===== src/rtl/cvm_capture_pkg.sv =====
// Shared types and helpers for the CVM300 frame capture block.
package cvm_capture_pkg;

    typedef enum logic [2:0] {
        S_RST_HOLD,
        S_CFG,
        S_IDLE,
        S_GAP,
        S_REQ,
        S_CAP
    } state_t;

    localparam logic [15:0] HDR_MAGIC = 16'hF5A5;

    function automatic int pix_per_word(input int word_w, input int out_pix_w);
        return word_w / out_pix_w;
    endfunction

endpackage


===== src/rtl/cvm_pixel_packer.sv =====
// Packs truncated pixels LSB-first into words and holds each word until accepted;
// a word completing while another is still pending is dropped and flagged.
module cvm_pixel_packer
    import cvm_capture_pkg::*;
#(
    parameter int OUT_PIX_W = 8,
    parameter int WORD_W    = 32
) (
    input  logic                 CVM_Clk,
    input  logic                 reset,
    input  logic                 clr,
    input  logic                 discard,
    input  logic                 pix_vld,
    input  logic [OUT_PIX_W-1:0] pix,
    input  logic                 flush,
    input  logic                 hdr_vld,
    input  logic [WORD_W-1:0]    hdr,
    output logic [WORD_W-1:0]    word_data,
    output logic                 word_valid,
    input  logic                 word_ready,
    output logic                 overflow
);
    localparam int PPW   = pix_per_word(WORD_W, OUT_PIX_W);
    localparam int IDX_W = (PPW > 1) ? $clog2(PPW) : 1;

    logic [WORD_W-1:0] acc, acc_nxt, done_word;
    logic [IDX_W-1:0]  idx;
    logic              last_pix, done;

    assign acc_nxt  = acc | (WORD_W'(pix) << (idx * OUT_PIX_W));
    assign last_pix = (idx == IDX_W'(PPW - 1));

    always_comb begin
        done      = 1'b0;
        done_word = acc_nxt;
        if (hdr_vld) begin
            done      = 1'b1;
            done_word = hdr;
        end else if (pix_vld && last_pix) begin
            done = 1'b1;
        end else if (flush && idx != '0) begin
            // partial word goes out zero-padded; unused lanes were never written
            done      = 1'b1;
            done_word = acc;
        end
    end

    always_ff @(posedge CVM_Clk) begin
        if (reset) begin
            acc        <= '0;
            idx        <= '0;
            word_data  <= '0;
            word_valid <= 1'b0;
            overflow   <= 1'b0;
        end else if (discard) begin
            acc        <= '0;
            idx        <= '0;
            word_valid <= 1'b0;
        end else begin
            if (clr) begin
                acc      <= '0;
                idx      <= '0;
                overflow <= 1'b0;
            end else if (pix_vld) begin
                acc <= last_pix ? '0 : acc_nxt;
                idx <= last_pix ? '0 : idx + 1'b1;
            end else if (flush) begin
                acc <= '0;
                idx <= '0;
            end
            if (word_valid && word_ready)
                word_valid <= 1'b0;
            if (done) begin
                if (word_valid && !word_ready) begin
                    overflow <= 1'b1;
                end else begin
                    word_data  <= done_word;
                    word_valid <= 1'b1;
                end
            end
        end
    end

endmodule


===== src/rtl/cvm_frame_capture.sv =====
// CVM300 power-up, frame request and ROI burst capture into packed words.
// Define CVM_FRAME_HEADER_EN to emit a header word ahead of each frame's pixels.
module cvm_frame_capture
    import cvm_capture_pkg::*;
#(
    parameter int PIX_W       = 10,
    parameter int OUT_PIX_W   = 8,
    parameter int WORD_W      = 32,
    parameter int LINE_PIXELS = 648,
    parameter int FRAME_LINES = 488,
    parameter int RESET_HOLD  = 65535,
    parameter int CFG_WAIT    = 4095,
    parameter int REQ_GAP     = 255
) (
    input  logic                           CVM_Clk,
    input  logic                           reset,
    input  logic                           start,
    input  logic                           abort,
    input  logic [7:0]                     frame_count,
    input  logic [$clog2(LINE_PIXELS)-1:0] roi_x0,
    input  logic [$clog2(LINE_PIXELS)-1:0] roi_x1,
    input  logic [$clog2(FRAME_LINES)-1:0] roi_y0,
    input  logic [$clog2(FRAME_LINES)-1:0] roi_y1,
    input  logic [PIX_W-1:0]               CVM_D,
    input  logic                           CVM_Line_valid,
    input  logic                           CVM_Data_valid,
    output logic                           SYS_RES_N,
    output logic                           FRAME_REQ,
    output logic                           spi_ready,
    output logic                           fifo_reset,
    output logic [WORD_W-1:0]              word_data,
    output logic                           word_valid,
    input  logic                           word_ready,
    output logic                           busy,
    output logic [7:0]                     frames_done,
    output logic                           overflow
);
    localparam int COL_W    = $clog2(LINE_PIXELS);
    localparam int ROW_W    = $clog2(FRAME_LINES + 1);
    localparam int YW       = $clog2(FRAME_LINES);
    localparam int MAX_WAIT = (RESET_HOLD > CFG_WAIT)
                            ? ((RESET_HOLD > REQ_GAP) ? RESET_HOLD : REQ_GAP)
                            : ((CFG_WAIT > REQ_GAP) ? CFG_WAIT : REQ_GAP);
    localparam int CNT_W    = $clog2(MAX_WAIT + 1);

    state_t            state, state_nxt;
    logic [CNT_W-1:0]  cnt;
    logic [COL_W-1:0]  col, x0_l, x1_l;
    logic [ROW_W-1:0]  row;
    logic [YW-1:0]     y0_l, y1_l;
    logic [7:0]        count_lat, frames_inc;
    logic              lv_q, frame_end, in_roi, pix_vld, run_st, hdr_vld;
    logic [WORD_W-1:0] hdr;
    logic              unused_lsbs;

    assign unused_lsbs = ^CVM_D;
    assign run_st      = (state == S_GAP) || (state == S_REQ) || (state == S_CAP);
    assign frame_end   = (state == S_CAP) && (row == ROW_W'(FRAME_LINES));
    assign frames_inc  = frames_done + 8'd1;
    assign in_roi      = (col >= x0_l) && (col <= x1_l) &&
                         (row >= ROW_W'(y0_l)) && (row <= ROW_W'(y1_l));
    assign pix_vld     = (state == S_CAP) && !abort && !frame_end &&
                         CVM_Line_valid && CVM_Data_valid && in_roi;

    always_comb begin
        state_nxt  = state;
        SYS_RES_N  = (state != S_RST_HOLD);
        spi_ready  = (state != S_RST_HOLD) && (state != S_CFG);
        FRAME_REQ  = (state == S_REQ);
        fifo_reset = !run_st;
        busy       = run_st;
        case (state)
            S_RST_HOLD: if (cnt == CNT_W'(RESET_HOLD)) state_nxt = S_CFG;
            S_CFG:      if (cnt == CNT_W'(CFG_WAIT))   state_nxt = S_IDLE;
            S_IDLE:     if (start)                     state_nxt = S_GAP;
            S_GAP:      if (abort)                     state_nxt = S_IDLE;
                        else if (cnt == CNT_W'(REQ_GAP)) state_nxt = S_REQ;
            S_REQ:      if (abort)                     state_nxt = S_IDLE;
                        else if (cnt == CNT_W'(1))     state_nxt = S_CAP;
            S_CAP:      if (abort)                     state_nxt = S_IDLE;
                        else if (frame_end)
                            state_nxt = (frames_inc < count_lat) ? S_GAP : S_IDLE;
            default:    state_nxt = S_RST_HOLD;
        endcase
    end

    always_ff @(posedge CVM_Clk) begin
        if (reset) begin
            state       <= S_RST_HOLD;
            cnt         <= '0;
            col         <= '0;
            row         <= '0;
            lv_q        <= 1'b0;
            frames_done <= 8'd0;
            count_lat   <= 8'd1;
            x0_l        <= '0;
            x1_l        <= '0;
            y0_l        <= '0;
            y1_l        <= '0;
        end else begin
            state <= state_nxt;
            cnt   <= (state_nxt != state) ? '0 : cnt + 1'b1;
            if (state == S_IDLE && start) begin
                count_lat   <= (frame_count == 8'd0) ? 8'd1 : frame_count;
                x0_l        <= roi_x0;
                x1_l        <= roi_x1;
                y0_l        <= roi_y0;
                y1_l        <= roi_y1;
                frames_done <= 8'd0;
            end
            // position counters only live during capture; anything else rearms them
            if (state == S_CAP && !abort) begin
                lv_q <= CVM_Line_valid;
                if (lv_q && !CVM_Line_valid) begin
                    col <= '0;
                    row <= row + 1'b1;
                end else if (CVM_Line_valid && CVM_Data_valid) begin
                    col <= col + 1'b1;
                end
                if (frame_end)
                    frames_done <= frames_inc;
            end else begin
                col  <= '0;
                row  <= '0;
                lv_q <= 1'b0;
            end
        end
    end

`ifdef CVM_FRAME_HEADER_EN
    logic [31:0] hdr32;
    assign hdr32   = {HDR_MAGIC, 8'h00, frames_done};
    assign hdr     = WORD_W'(hdr32);
    assign hdr_vld = (state == S_REQ) && (state_nxt == S_CAP);
`else
    assign hdr     = '0;
    assign hdr_vld = 1'b0;
`endif

    cvm_pixel_packer #(
        .OUT_PIX_W (OUT_PIX_W),
        .WORD_W    (WORD_W)
    ) u_packer (
        .CVM_Clk    (CVM_Clk),
        .reset      (reset),
        .clr        (state == S_IDLE && start),
        .discard    (abort && run_st),
        .pix_vld    (pix_vld),
        .pix        (CVM_D[PIX_W-1 -: OUT_PIX_W]),
        .flush      (frame_end && !abort),
        .hdr_vld    (hdr_vld),
        .hdr        (hdr),
        .word_data  (word_data),
        .word_valid (word_valid),
        .word_ready (word_ready),
        .overflow   (overflow)
    );

endmodule


===== config.mk =====
export PLATFORM = sky130hd
export DESIGN_NAME = cvm_frame_capture
export DESIGN_NICKNAME = d
export VERILOG_FILES = /design/src/rtl/cvm_capture_pkg.sv /design/src/rtl/cvm_pixel_packer.sv /design/src/rtl/cvm_frame_capture.sv
export SDC_FILE = /design/constraint.sdc
export NUM_CORES = 1
export LEC_CHECK = 0
export ABC_CLOCK_PERIOD_IN_PS = 3600
export BUFFER_PORTS_ARGS = -buffer_cell sky130_fd_sc_hd__buf_2
export CAP_MARGIN = 20
export CORE_AREA = 8 8 161 163
export DETAILED_ROUTE_END_ITERATION = 7
export DIE_AREA = 0 0 169 171
export PLACE_DENSITY = 0.54
export SLEW_MARGIN = 20
export SYNTH_ARGS = -nofsm -noshare
export SYNTH_HDL_FRONTEND = slang
export SYNTH_SLANG_ARGS = --single-unit
export TNS_END_PERCENT = 20

===== constraint.sdc =====
create_clock -name CVM_Clk -period 3.6 [get_ports CVM_Clk]
set_input_delay 0.36 -clock CVM_Clk [delete_from_list [all_inputs] [get_ports CVM_Clk]]
set_output_delay 0.36 -clock CVM_Clk [all_outputs]
set_load 0.05 [all_outputs]

# After elaboration in Yosys (flattened, before gate mapping)
# Index checks and enable logic that the tools add are counted.
# totals
word_cells	112
register_bits	161
input_bits	63
out_inout_bits	47
# classes
add_sub_neg	5
shift	1
order_cmp	5
muxes	31
n_eq_ne	13
n_bitwise	4
n_reduce_logical	37
# op_table
cell	count
2-to-1 mux 32 bit	5
2-to-1 mux 8 bit	4
OR 32 bit	1
<< shifter 8 x 5 -> 32 bit	1
2-to-1 mux 3 bit	9
logical AND 1 bit	19
case mux 3 bit (6 select lines)	1
adder 16 x 1 -> 16 bit (second input constant)	1
equality test 16 x 1 -> 1 bit (second input constant)	1
equality test 16 x 12 -> 1 bit (second input constant)	1
equality test 16 bit (second input constant)	1
equality test 16 x 8 -> 1 bit (second input constant)	1
adder 10 x 1 -> 10 bit (second input constant)	1
>= comparator 10 bit	1
less-or-equal comparator 10 bit	1
adder 9 x 1 -> 9 bit (second input constant)	1
equality test 9 bit (second input constant)	1
>= comparator 9 bit	1
less-or-equal comparator 9 bit	1
2-to-1 mux 1 bit	9
adder 8 x 1 -> 8 bit (second input constant)	1
logical NOT 8 bit	1
less-than comparator 8 bit	1
equality test 3 x 2 -> 1 bit (second input constant)	2
other kinds (16)	30

# Depth between registers and ports, before layout
# Gate-level depths: netlist (run 1).
# depth
depth_word	10
depth_mapped	12
depth_no_buf	11

# Modules after synthesis
# A second synthesis (run 1) with hierarchy kept.
# hier_totals
cells_unflattened	967
area_unflattened_um2	8383.0
# modules_own_cells
module	area_per_inst_um2	cells_each	instances
cvm_frame_capture	5099.9	628	1
cvm_pixel_packer	3283.1	339	1

# Worst setup path after synthesis (run 1)
# Ideal clock, no wire load.
# synth_path
path_kind	register to register
from	register frames_done[2]
to	register cnt[8]
slack_ps	222
arrival_time_ps	3308
n_path_buf	2
path_stages_with_launch	13
setup_ps	70
period_less_slack_ps	3378
t_required_ps	3530
cell_sequence	dfxtp_1 -> and3_1 -> clkbuf_1 -> and3_1 -> nand3_1 -> xnor2_1 -> ha_1 -> and3_1 -> a2111oi_0 -> a31oi_1 -> a2111o_1 -> buf_2 -> a21oi_1
# synth_via
elab_chain_cells	8
# synth_rtl
item	line_no	source
start, declared	cvm_frame_capture.sv:35	output logic [7:0] frames_done,
start signal, assigned	cvm_frame_capture.sv:121	frames_done <= frames_inc;
adder 8 x 1 -> 8 bit	cvm_frame_capture.sv:59	assign frames_inc = frames_done + 8'd1;
less-than comparator 8 bit	cvm_frame_capture.sv:82	state_nxt = (frames_inc < count_lat) ? S_GAP : S_IDLE;
2-to-1 mux 1 bit	cvm_frame_capture.sv:82	
2-to-1 mux 3 bit	cvm_frame_capture.sv:81	else if (frame_end)
2-to-1 mux 3 bit	cvm_frame_capture.sv:80	S_CAP: if (abort) state_nxt = S_IDLE;
case mux 3 bit (6 select lines)	cvm_frame_capture.sv:72	case (state)
inequality test 3 bit	cvm_frame_capture.sv:102	cnt <= (state_nxt != state) ? '0 : cnt + 1'b1;
OR reduction 2 bit (no source line)	--	
end signal, assigned	cvm_frame_capture.sv:102	
end, declared	cvm_frame_capture.sv:47	logic [CNT_W-1:0] cnt;
# No other way between the ends.
# A chain may end at the register's enable or synchronous reset.

# Worst setup path after layout (run 1)
# layout_path
from	register frames_done[0]
to	register cnt[15]
# Same word-level chain as after synthesis.

==> results of run 1 <==
-- worst register-to-register path, cell delays in order (launching register included) --
cell and delay [ns]:
sky130_fd_sc_hd__dfxtp_1 0.43, sky130_fd_sc_hd__and3_1 0.29, sky130_fd_sc_hd__and3_1 0.22, sky130_fd_sc_hd__nand3_1 0.10
sky130_fd_sc_hd__xnor2_1 0.20, sky130_fd_sc_hd__ha_1 0.28, sky130_fd_sc_hd__and3_1 0.23, sky130_fd_sc_hd__a2111oi_0 0.45
sky130_fd_sc_hd__a31oi_1 0.20, sky130_fd_sc_hd__a2111o_1 0.67, sky130_fd_sc_hd__a21oi_1 0.25
-- synthesized netlist by cell type (6+ instances only) --
library cell and number:
sky130_fd_sc_hd__o21ai_0 13, sky130_fd_sc_hd__o22ai_1 34, sky130_fd_sc_hd__mux2_2 29, sky130_fd_sc_hd__nand2_1 131, sky130_fd_sc_hd__a21oi_1 122, sky130_fd_sc_hd__dfxtp_1 161, sky130_fd_sc_hd__inv_1 97, sky130_fd_sc_hd__nand4_1 17
sky130_fd_sc_hd__ha_1 53, sky130_fd_sc_hd__nor3_1 13, sky130_fd_sc_hd__nand2b_1 6, sky130_fd_sc_hd__xor2_1 20, sky130_fd_sc_hd__nor2b_1 37, sky130_fd_sc_hd__nor2_1 75, sky130_fd_sc_hd__nand3_1 18, sky130_fd_sc_hd__and3_1 9
sky130_fd_sc_hd__or3_1 9, sky130_fd_sc_hd__xnor2_1 14, sky130_fd_sc_hd__clkbuf_1 29
-- state kept, by name, summed over array words and instances, names as in the netlist --
register             flops
u_packer.word_data      32
cnt                     16
u_packer.acc            32
y0_l                     9
state                    3
y1_l                     9
col                     10
count_lat                8
lv_q                     1
frames_done              8
x0_l                    10
u_packer.overflow        1
x1_l                    10
u_packer.idx             2
row                      9
u_packer.word_valid      1
-- power breakdown --
| part | switching, W | total (W) | leakage, nW | internal, W |
|---|---|---|---|---|
| clock network | 0.000896 | 0.00191 | 0.304 | 0.00101 |
| registers | 0.00000373 | 0.00179 | 1.30 | 0.00178 |
| logic | 0.0000705 | 0.000111 | 2.15 | 0.0000406 |
-- final cells by class --
cell class	count	area, um2
Clock inverter	15	209.0
Timing Repair Buffer	118	620.6
Multi-Input combinational cell	673	4260
Fill cell	2435	13760
Clock buffer	17	425.4
Inverter	97	364.1
Sequential cell	161	3223
Tap cell	319	399.1
-- how the worst max path moves through the flow --
| stage | slack (ns) | endpoint |
|---|---|---|
| final | 0.23 | cnt[15] |
| after global placement | 0.35 | cnt[10] |
| after global routing | 0.01 | cnt[6] |
| after floorplan | 0.22 | cnt[8] |
| after detailed placement | 0.30 | cnt[15] |
| after CTS | 0.27 | cnt[15] |
-- stage by stage --
stage	hold WS [ns]	setup slack, ns	cell area [um2]
CTS	0.1401	0.2660	9502
global placement	0.4445	0.3500	8867
detailed placement	0.4469	0.2970	8867
floorplan	0.4302	0.2222	8020
finish	0.1571	0.2308	9502
global route	0.1448	0.01139	9502
-- cells by family (layout without fill, tap and decap cells) --
family          after synthesis  after routing
simple gates                343            343
compound gates              211            211
flops                       161            161
buf+inv                     137            247
fa+ha+maj                    53             53
xor+xnor                     34             34
mux                          32             32
-- cell usage in the layout (no fill, tap or decap), drive strengths merged, types with 9 or more instances in the layout --
master  synthesis  final
or3             9      9
o21ai          13     13
xor2           20     20
mux2           32     32
nor3           13     13
xnor2          14     14
nand4          17     17
inv            97    104
a21oi         122    122
o22ai          34     34
and3           10     10
nor2           75     75
nand2         131    131
dfxtp         161    161
clkbuf         29     17
ha             53     53
nor2b          37     37
nand3          19     19
buf            11    118
-- layer usage --
metal | track usage | wire, um | share of wire | up-vias
li1 | - | - | - | 3508
met1 | 0.1882 | 10050 | 0.49 | 3162
met2 | 0.2367 | 9507 | 0.46 | 118
met3 | 0.03434 | 867 | 0.042 | 17
met4 | 0.04194 | 237 | 0.011 | 0
met5 | 0 | 0 | 0 | -
==> summary by stage, run 1 <==
Clocking
The total clock buffers created by CTS is 17. Post-CTS timing repair inserted 0 buffers for setup. In this run, post-CTS hold repair placed 0 buffers. The CTS tree is built. The worst-case clock buffer depth is 2. In this run, post-CTS repair resized a total of 0 instances. For the worst-skew pair, the clock arrives at the later sink with an insertion delay of 0.44 ns. Clock-pin slew was measured on the worst setup and hold paths at 0.07 ns. The buffer type at the clock tree root is sky130_fd_sc_hd__clkbuf_16. The CTS H-tree depth is 4. For this design, the sink count on the clock tree is 161.

STA
Headroom to the max-slew limit came out at 0.2834. The worst path needs 3.369 ns of the cycle, external delays included. The final count of hold timing violations is 0. Setup repair after global routing left no endpoint under its margin.

For the final database, setup skew stands at 0.01698 ns. Setup violations remaining at the end of the flow were counted as 0. For the pin with the worst max-slew slack, the measured transition is 1.067 ns.

The final setup TNS is 0 ns. In the finished design, the share of the clock period the worst path needs comes to 0.9359. The number of max-slew violations in the final report is 0. The highest clock frequency the design can meet is 296.8 MHz.

Setup path
The worst setup path is launched from a flip-flop. In this run the critical register-to-register path is launched from frames_done[0]. The arrival time of data at the critical path endpoint is 3.73 ns.

Among the stages of the critical path, the cell type that occurs most often is sky130_fd_sc_hd__and3_1. The largest stage delay on the critical path is 0.67 ns. The path type of the worst setup path is flip-flop to flip-flop.

On the critical path, the stage with the largest delay is an instance of sky130_fd_sc_hd__a2111o_1. The critical path contains buffers and inverters numbering 0 combined. The worst setup path startpoint is frames_done[0]. The required time reported for the critical path endpoint is 3.96 ns.

In this run the critical register-to-register path is captured at cnt[15]. Along the worst path, the maximum fanout reaches 16. The endpoint type of the worst setup path is a flip-flop. In this design, the largest share of critical-path delay is due to compound AO/OA/AOI/OAI gates. The number of stages on the worst setup path is 10. The flop-to-flop setup slack is 0.23 ns.

Walking the worst path, the cells encountered are and3_1, and3_1, nand3_1, xnor2_1, ha_1, and3_1, a2111oi_0, a31oi_1, a2111o_1, a21oi_1. The length in cells of the worst reg-to-reg path is 10.

Die
The boundary pin count is 110. The die is 171 um tall. The initial core utilization is 0.3448.

The number of rows in the core area is 56. The die is 169 um wide. The floorplan step defined a die boundary enclosing 0.02890 mm2.

The area of the core is 0.02326 mm2.

Synth
The instance count of the mapped netlist is 971. For this run, the register share of the synthesized area comes to 0.4019. The main combinational cell family by area after synthesis is simple AND/OR/NAND/NOR gates. For this run, asynchronously set or reset flops after synthesis account for 0. The cell taking the most area after synthesis is sky130_fd_sc_hd__dfxtp_1.

After synthesis the netlist holds a flip-flop and latch count of 161. The fraction of the mapped netlist area in adder cells is 0.08268. The share of synthesized area in the top cell type comes to 0.4019. The synthesized-area fraction occupied by xor and xnor cells is 0.03713.

In this run, distinct cell masters in the synthesized netlist total 62. The area fraction in compound gates after synthesis was 0.1577. For this run, the leading register cell type out of synthesis is sky130_fd_sc_hd__dfxtp_1. Yosys attributes the largest share of cell area to sky130_fd_sc_hd__dfxtp_1 40%, sky130_fd_sc_hd__ha_1 8.3%, sky130_fd_sc_hd__a21oi_1 7.6%. The Yosys step of the flow raised 0 warnings.

The cell area after synthesis is 0.008020 mm2. Each instance of the synthesized netlist takes up on average 8.260 um2. The number of enable flip-flop cells after synthesis is 0. The share of synthesized cell area in and, or, nand and nor gates is 0.2072. The number of nets handed over by synthesis was 1087. Of the post-synthesis cell area, the part taken by muxes is 0.04493.

Status
The run finished with clean final reports.

Pwr
The total power is 0.003807 W. VDD sags by at most 0.2505 mV. The power density of the placed cells is 400.7 mW/mm2. The leakage power is 3.746 nW.

Layout
The fraction of layout instances using a drive strength above 1 is 0.1813. The core utilization of the finished layout is 0.4085. The final cell count without fillers is 1400. The area growth from synthesis to layout is 18.47%.

The net count of the finished layout is 1184. The count of antenna diodes in the layout is 0.

Detailed routing
In the final routed layout, each cell accounts on average for 14.76 um. After detailed routing, the total wire length is 20.66 mm. The iteration-0 DRC count of the detailed router is 380. For this run, the detailed router's first-pass iteration total came to 4. Across all layers, the routed design uses 6805 vias.

The detail-routed via count per cell is 4.861. In the routed design, unresolved DRC markers number 0. The count of nets left with antenna violations once routing finished came out at 0.

GRT
The first global-routing pass estimated 34.01 mm of wire. The total global routing overflow is 0. The global-route total usage across every layer is 0.1450. The via count of the first global-routing pass is 6609. Entering global routing, the biggest net connects 66 pins. The initial antenna violation count is 0.

Placed design
Routability-driven placement finished with a final weighted congestion of 0.7995. Summed over all nets, the half-perimeter wirelength after detailed placement is 15.02 mm. Port buffering added 107 buffers. The number of cells after detailed placement is 1368.

Run
Across the run, the number of max-cap violations was 0.

Worst hold path
The worst hold path passes through 3 cells. For hold timing, the worst endpoint is y1_l[7]. The startpoint identified for the worst hold timing path is roi_y1[7]. The worst min-delay path category is primary input to flip-flop.
(Power assumes the default switching activity.)
==> run 2: changes to the inputs <==
--- a/config.mk
+++ b/config.mk
@@ -9,6 +9,7 @@
 export BUFFER_PORTS_ARGS = -buffer_cell sky130_fd_sc_hd__buf_2
 export CAP_MARGIN = 20
 export CORE_AREA = 8 8 161 163
+export CTS_BUF_LIST = sky130_fd_sc_hd__clkbuf_4
 export DETAILED_ROUTE_END_ITERATION = 7
 export DIE_AREA = 0 0 169 171
 export PLACE_DENSITY = 0.54
==> run 2 against run 1 <==
Against the previous run: sequential power about the same; final cell count up 2.7%; clock skew up 0.039 ns; critical path depth unchanged; sequential share of layout area down 0.24 points; largest power group is now registers; via count up 2.0%; design area up 0.71%; first-iteration DRC count up 0.79%; power down 17%; die area unchanged; register-to-register slack about the same.
==> summary by stage, run 2 (same netlist as run 1, synthesis figures left out) <==
Pwr
The internal power component is 0.002256 W. The combinational share of power is 0.045. The clock power share is 0.385. The sequential group share of total power is 0.570. Power spread over the standard cell area amounts to 328.3 mW/mm2.

The analysis attributes to cell leakage a power of 3.765 nW. Of the total power, the share spent switching nets is 0.2821. Summed over all nets, the switching power comes to 0.0008864 W. The peak ir drop on the vdd network is 0.1802 mV.

Setup path
The highest net fanout along the worst path is 16. The worst setup path is launched from a flip-flop. The required time reported for the critical path endpoint is 4.10 ns. The largest stage delay on the critical path is 0.66 ns. Walking the worst path, the cells encountered are and3_1, and3_1, nand3_1, xnor2_1, ha_1, and3_1, a2111oi_0, a31oi_1, a2111o_1, a21oi_1. The cell family with the largest share of critical-path delay is compound AO/OA/AOI/OAI gates.

The largest individual stage delay along the critical path comes from the cell sky130_fd_sc_hd__a2111o_1. Counting stages on the worst path, the most repeated cell is sky130_fd_sc_hd__and3_1. Data on the critical path arrives at its endpoint at 3.88 ns. Together, buffers and inverters on the worst path number 0.

STA classifies the critical path endpoint as a flip-flop. The path type of the worst setup path is flip-flop to flip-flop.

Clocking
TritonCTS built the clock tree. The number of clock sinks is 161. The buffer type at the clock tree root is sky130_fd_sc_hd__clkbuf_4. The clock slew seen by the registers of the worst setup and hold paths is 0.16 ns. The worst-case clock buffer depth is 2. The number of hold buffers added after cts is 34.

Once the clock tree was built, the setup fixing pass inserted 0 buffers. The CTS H-tree depth is 4. The later pin in the worst-skew pair is clocked with a latency of 0.60 ns. The post-CTS resize count is 0. The total clock buffers created by CTS is 17.

Die
The area of the die is 0.02890 mm2. In this run the horizontal extent of the chip is 169 um. The area of the core is 0.02326 mm2. The boundary pin count is 110. The number of rows in the core area is 56. Measured along the y axis, the die boundary spans 171 um. The initial core utilization is 0.3448.

Layout
The sequential cell area in the final layout is 0.003223 mm2. The number of filler instances in the final layout is 2440. The most common library cell in the layout ignoring fill and taps is sky130_fd_sc_hd__dfxtp_1. The library cells used most frequently in the layout, excluding fill and tap cells, are 161 x sky130_fd_sc_hd__dfxtp_1, 131 x sky130_fd_sc_hd__nand2_1, 122 x sky130_fd_sc_hd__a21oi_1, 106 x sky130_fd_sc_hd__buf_2, 97 x sky130_fd_sc_hd__inv_1.

In the final layout, the share of cells above drive strength 1 is 0.1755. In the final layout, the registers with the most flip-flops are u_packer.acc x32, u_packer.word_data x32, cnt x16. The multi-input gate area in the final layout is 0.004260 mm2. Compared with the post-synthesis result, the final layout area differs by 19.31%. The number of nets at the end of the flow is 1220. The final cell count without fillers is 1438.

Placed design
The count of port buffers added during placement is 107. The final HPWL from detailed placement is 15.02 mm. The routability congestion estimate is 0.7995. Including well taps, the total number of placed cells is 1368.

Detailed routing
The first detailed-routing pass ran for 4 iterations. The mean routed wirelength per cell is 14.43 um. In this run the remaining antenna-violating nets after routing total 0. After the first detailed-routing iteration, the DRC count stood at 383. Using the TritonRoute via totals, the vias-per-cell ratio works out to 4.828.

The final wirelength is 20.76 mm. The via count is 6943. The number of remaining DRC errors is 0.

GRT
The global-route wire length before repair is 34.47 mm. The via count of the first global-routing pass came to 6732. Across every metal layer, demand over resource in global routing totals 0.1463.

The largest net degree at the start of global routing is 66. The total global routing overflow is 0. The initial antenna violation count is 1.

STA
Setup violations remaining at the end of the flow were counted as 0. The post-route minimum period is 3.375 ns. Setup repair after global routing left no endpoint under its margin. The actual transition at the worst max-transition pin is 1.026 ns. The final critical-path share of the clock period is 0.9375.

Setup total negative slack on the finished layout was measured at 0 ns. The worst pin sits at a relative slew slack of 0.3110. The number of max-slew violations in the final report is 0. Based on the critical path, the design can be clocked at up to 296.3 MHz. The final clock skew is 0.05570 ns.

The final count of hold timing violations was 0.

Run
Max-cap violations in this run came to 0.

Status
The flow ran to the end, and the final reports show no timing, DRC or antenna violations.

Worst hold path
The worst min-delay path category is primary input to flip-flop.
==> run 2: through the flow <==
step	total power, W	area [um2]	utilization	hold WS, ns	worst slack (ns)
finish	0.003142	9569	0.4114	0.04514	0.2251
global route	0.003280	9569	0.4114	0.001670	0.00005329
CTS	0.003178	9544	0.4103	0.0004322	0.2545
detailed placement	0.001940	8867	0.3812	0.4469	0.2970
global placement	0.001940	8867	0.3812	0.4445	0.3500
floorplan	0.001879	8020	-	0.4302	0.2222
==> run 2: routing by layer <==
metal	part of all wire	global-route usage
met1	0.49	0.1932
met2	0.46	0.2386
met3	0.034	0.03250
met4	0.0077	0.03694
met5	0	0
==> run 2: final timing paths <==
kind / startpoint / end / slack, ns / cells past startpoint
worst min register to register: y0_l[6] / y0_l[6] / 0.46 / 2
worst max-delay path: frames_done[0] / cnt[15] / 0.23 / 10
worst max register to register: frames_done[0] / cnt[15] / 0.23 / 10
worst min-delay path: frame_count[3] / count_lat[3] / 0.05 / 3
==> run 2: layout make-up <==
type,instances,share of cell area
Multi-Input combinational cell,673,0.4452
Sequential cell,161,0.3368
Timing Repair Buffer,154,0.1025
Tap cell,319,0.04171
Inverter,97,0.03805
Clock inverter,15,0.02184
Clock buffer,17,0.01334
Antenna cell,2,0.0005230
==> run 2: tightest hold or removal path: stages <==
cell                      delay (ns)
sky130_fd_sc_hd__buf_2          0.11
sky130_fd_sc_hd__nand2_1        0.06
sky130_fd_sc_hd__a21oi_1        0.06
==> run 2: power by group through the flow <==
stage,registers [W],logic [W],clock network (W)
6_report,0.00179,0.000142,0.00121
5_1_grt,0.00179,0.000157,0.00133
4_1_cts,0.00179,0.000142,0.00125
3_5_place_dp,0.00183,0.000113,0
3_3_place_gp,0.00183,0.000112,0
2_1_floorplan,0.00183,0.0000520,0
==> run 3: changes to the inputs <==
--- a/config.mk
+++ b/config.mk
@@ -8,11 +8,11 @@
 export ABC_CLOCK_PERIOD_IN_PS = 3600
 export BUFFER_PORTS_ARGS = -buffer_cell sky130_fd_sc_hd__buf_2
 export CAP_MARGIN = 20
-export CORE_AREA = 8 8 161 163
+export CORE_AREA = 4 4 157 159
 export CTS_BUF_LIST = sky130_fd_sc_hd__clkbuf_4
 export DETAILED_ROUTE_END_ITERATION = 7
-export DIE_AREA = 0 0 169 171
-export PLACE_DENSITY = 0.54
+export DIE_AREA = 0 0 161 163
+export PLACE_DENSITY = 0.5
 export SLEW_MARGIN = 20
 export SYNTH_ARGS = -nofsm -noshare
 export SYNTH_HDL_FRONTEND = slang
==> run 3 against run 2 <==
Against the previous run: clock power hardly changed; power is 0.90% higher; sequential share of layout area is 0.25 points lower; clock skew is 0.022 ns lower; die area is 9.2% lower; sequential power hardly changed; combinational power hardly changed; critical endpoint is now cnt[7].
==> summary by stage, run 3 (same netlist as run 1, synthesis figures left out) <==
Clocking
Clock tree synthesis selected as its root buffer the cell sky130_fd_sc_hd__clkbuf_4. For this design, the sink count on the clock tree is 161. TritonCTS built the clock tree.

The worst-skew pair later-pin latency is 0.59 ns. Buffers inserted during clock tree synthesis total 17. The clock slew seen by the registers of the worst setup and hold paths is 0.16 ns. CTS built an H-tree with a depth of 4. The worst-case clock buffer depth is 2.

GRT
The via count of the first global-routing pass came to 6738. The first global-routing pass estimated 34.67 mm of wire. Entering global routing, the biggest net connects 83 pins. The global-route total usage across every layer is 0.1619. The initial antenna violation count is 1. The total global routing overflow is 0.

Detailed routing
The final wirelength is 20.69 mm. Once detail routing completed, the nets flagged for antenna violations numbered 0. The via count is 6877. The number of remaining DRC errors is 0. The detail-routed via count per cell is 4.766. After detailed routing, the average wire length per cell comes to 14.34 um. The iteration-0 DRC count of the detailed router is 359.

The first detailed-routing pass took 4 iterations.

STA
The highest clock frequency the design can meet is 313.8 MHz. Setup repair after global routing left no endpoint under its margin. Measured against its own limit, the worst slew margin works out to 0.3200. The final critical-path share of the clock period is 0.8853.

The final count of hold timing violations came to 0. The actual transition at the worst max-transition pin is 1.012 ns. The number of max-slew violations in the final report was 0. The final setup violation count is 0. The worst hold slack after final layout is 0.03826 ns.

Adding up every negative setup slack in the final design gives 0 ns. The smallest clock period supported by the final layout is computed as 3.187 ns. The final clock skew is 0.03409 ns.

Worst hold path
The tightest min-delay check is of the primary input to flip-flop type. The cell depth of the worst min-delay path is 3.

Status
The flow ran to the end, and the final reports show no timing, DRC or antenna violations.

Die
Row generation in the floorplan step produced 56 rows. The width of the chip is 161 um. The die covers 0.02624 mm2. The die outline height is 163 um.

The floorplan step defined a core boundary enclosing 0.02326 mm2. The initial core utilization is 0.3448. The boundary pin count is 110.

Placed design
Detailed placement ended at an HPWL of 14.75 mm. In this run the tool buffered the top-level ports with 107 buffer cells. The congestion estimate from routability-driven global placement came to 0.7764.

Layout
Compared with the post-synthesis result, the final layout area differs by 20.22%. In the layout the commonest cells are 161 x sky130_fd_sc_hd__dfxtp_1, 131 x sky130_fd_sc_hd__nand2_1, 122 x sky130_fd_sc_hd__a21oi_1, 106 x sky130_fd_sc_hd__buf_2, 97 x sky130_fd_sc_hd__inv_1. Summing all multi-input logic gate instances after layout gives 0.004263 mm2. The number of filler instances in the final layout is 2453. The sequential cell area in the final layout is 0.003223 mm2. Of the cells placed in the final design, the portion with a size suffix greater than 1 is 0.1763. Measured on the finished design, the core utilization comes to 0.4145. The number of nets at the end of the flow is 1226. In the final layout, the registers with the most flip-flops are u_packer.acc x32, u_packer.word_data x32, cnt x16. The library cell used most frequently in the layout, excluding fill and tap cells, is sky130_fd_sc_hd__dfxtp_1.

Setup path
Along the worst path, the maximum fanout reaches 16. For this design, the slowest cell found on the critical path is sky130_fd_sc_hd__a2111o_2. The required time reported for the critical path endpoint is 4.10 ns. The critical path goes through ha_1, nand3_1, nor2_1, xor2_1, ha_1, and3_1, a2111oi_1, a31oi_1, a2111o_2, a21oi_1. The most frequent cell on the critical path is sky130_fd_sc_hd__ha_1. The worst setup path is captured at a flip-flop. The critical path startpoint category is a flip-flop. At the worst endpoint, the arrival time is 3.68 ns. The length in cells of the worst reg-to-reg path is 10. In this design, the stage delay of the slowest critical-path cell is 0.62 ns. The critical path is of the flip-flop to flip-flop type.

Pwr
Dividing total power by cell area gives a power density of 328.8 mW/mm2. For this design the static power due to leakage is 3.801 nW. The worst-case IR drop observed on VDD is 0.1950 mV.

Run
The tool flagged a number of max-cap violations equal to 0.
run 3: what timing repair did:
action                                  in CTS  in global routing
gates resized for setup                      0                  2
hold endpoints to repair                    38                  3
hold buffers                                38                  3
endpoints found under the setup margin       0                 16
buffers inserted                             0                  0
run 3: worst max-delay path, delay by kind of cell, from the launching register on:
kind,cells,cell delay [ns]
xor+xnor,1,0.20
fa+ha+maj,2,0.53
simple gates,3,0.55
flops,1,0.44
compound gates,4,1.40
run 3: path summary, 6_finish.rpt:
| kind | slack, ns | to | start |
|---|---|---|---|
| setup / recovery | 0.41 | cnt[7] | frames_done[0] |
| hold reg to reg | 0.46 | y1_l[7] | y1_l[7] |
| setup reg to reg | 0.41 | cnt[7] | frames_done[0] |
| hold / removal | 0.04 | count_lat[3] | frame_count[3] |
run 3: stage by stage:
| step | cell area (um2) | std cells | setup WS (ns) | total power [W] |
|---|---|---|---|---|
| after global routing | 9642 | 1443 | 0.06039 | 0.003295 |
| after CTS | 9607 | 1439 | 0.2818 | 0.003213 |
| after global placement | 8887 | 1369 | 0.3767 | 0.001939 |
| after detailed placement | 8887 | 1369 | 0.3357 | 0.001939 |
| final | 9642 | 1443 | 0.4128 | 0.003170 |
| after floorplan | 8020 | 971 | 0.2222 | 0.001879 |
run 3: area by class of cell:
| class | instances | area share |
|---|---|---|
| multi-input cells | 673 | 0.4421 |
| flip-flops and latches | 161 | 0.3343 |
| repair buffers | 160 | 0.1090 |
| well taps | 319 | 0.04140 |
| inverters | 97 | 0.03776 |
| clock inverters | 15 | 0.02193 |
| clock buffers | 17 | 0.01324 |
| diodes | 1 | 0.0002595 |
run 3: layer usage:
layer | track usage | vias to the layer above | routed length, um
met1 | 0.2227 | 3166 | 10380
li1 | - | 3603 | -
met5 | 0 | - | 0
met4 | 0.04071 | 0 | 189
met2 | 0.2630 | 98 | 9430
met3 | 0.03113 | 10 | 691
run 3: report_power, final:
group          internal [W]  switching (W)  total (W)  leakage, nW
Sequential          0.00179     0.00000368    0.00179         1.30
Clock              0.000406       0.000829    0.00124        0.175
Combinational     0.0000695      0.0000755   0.000145         2.33
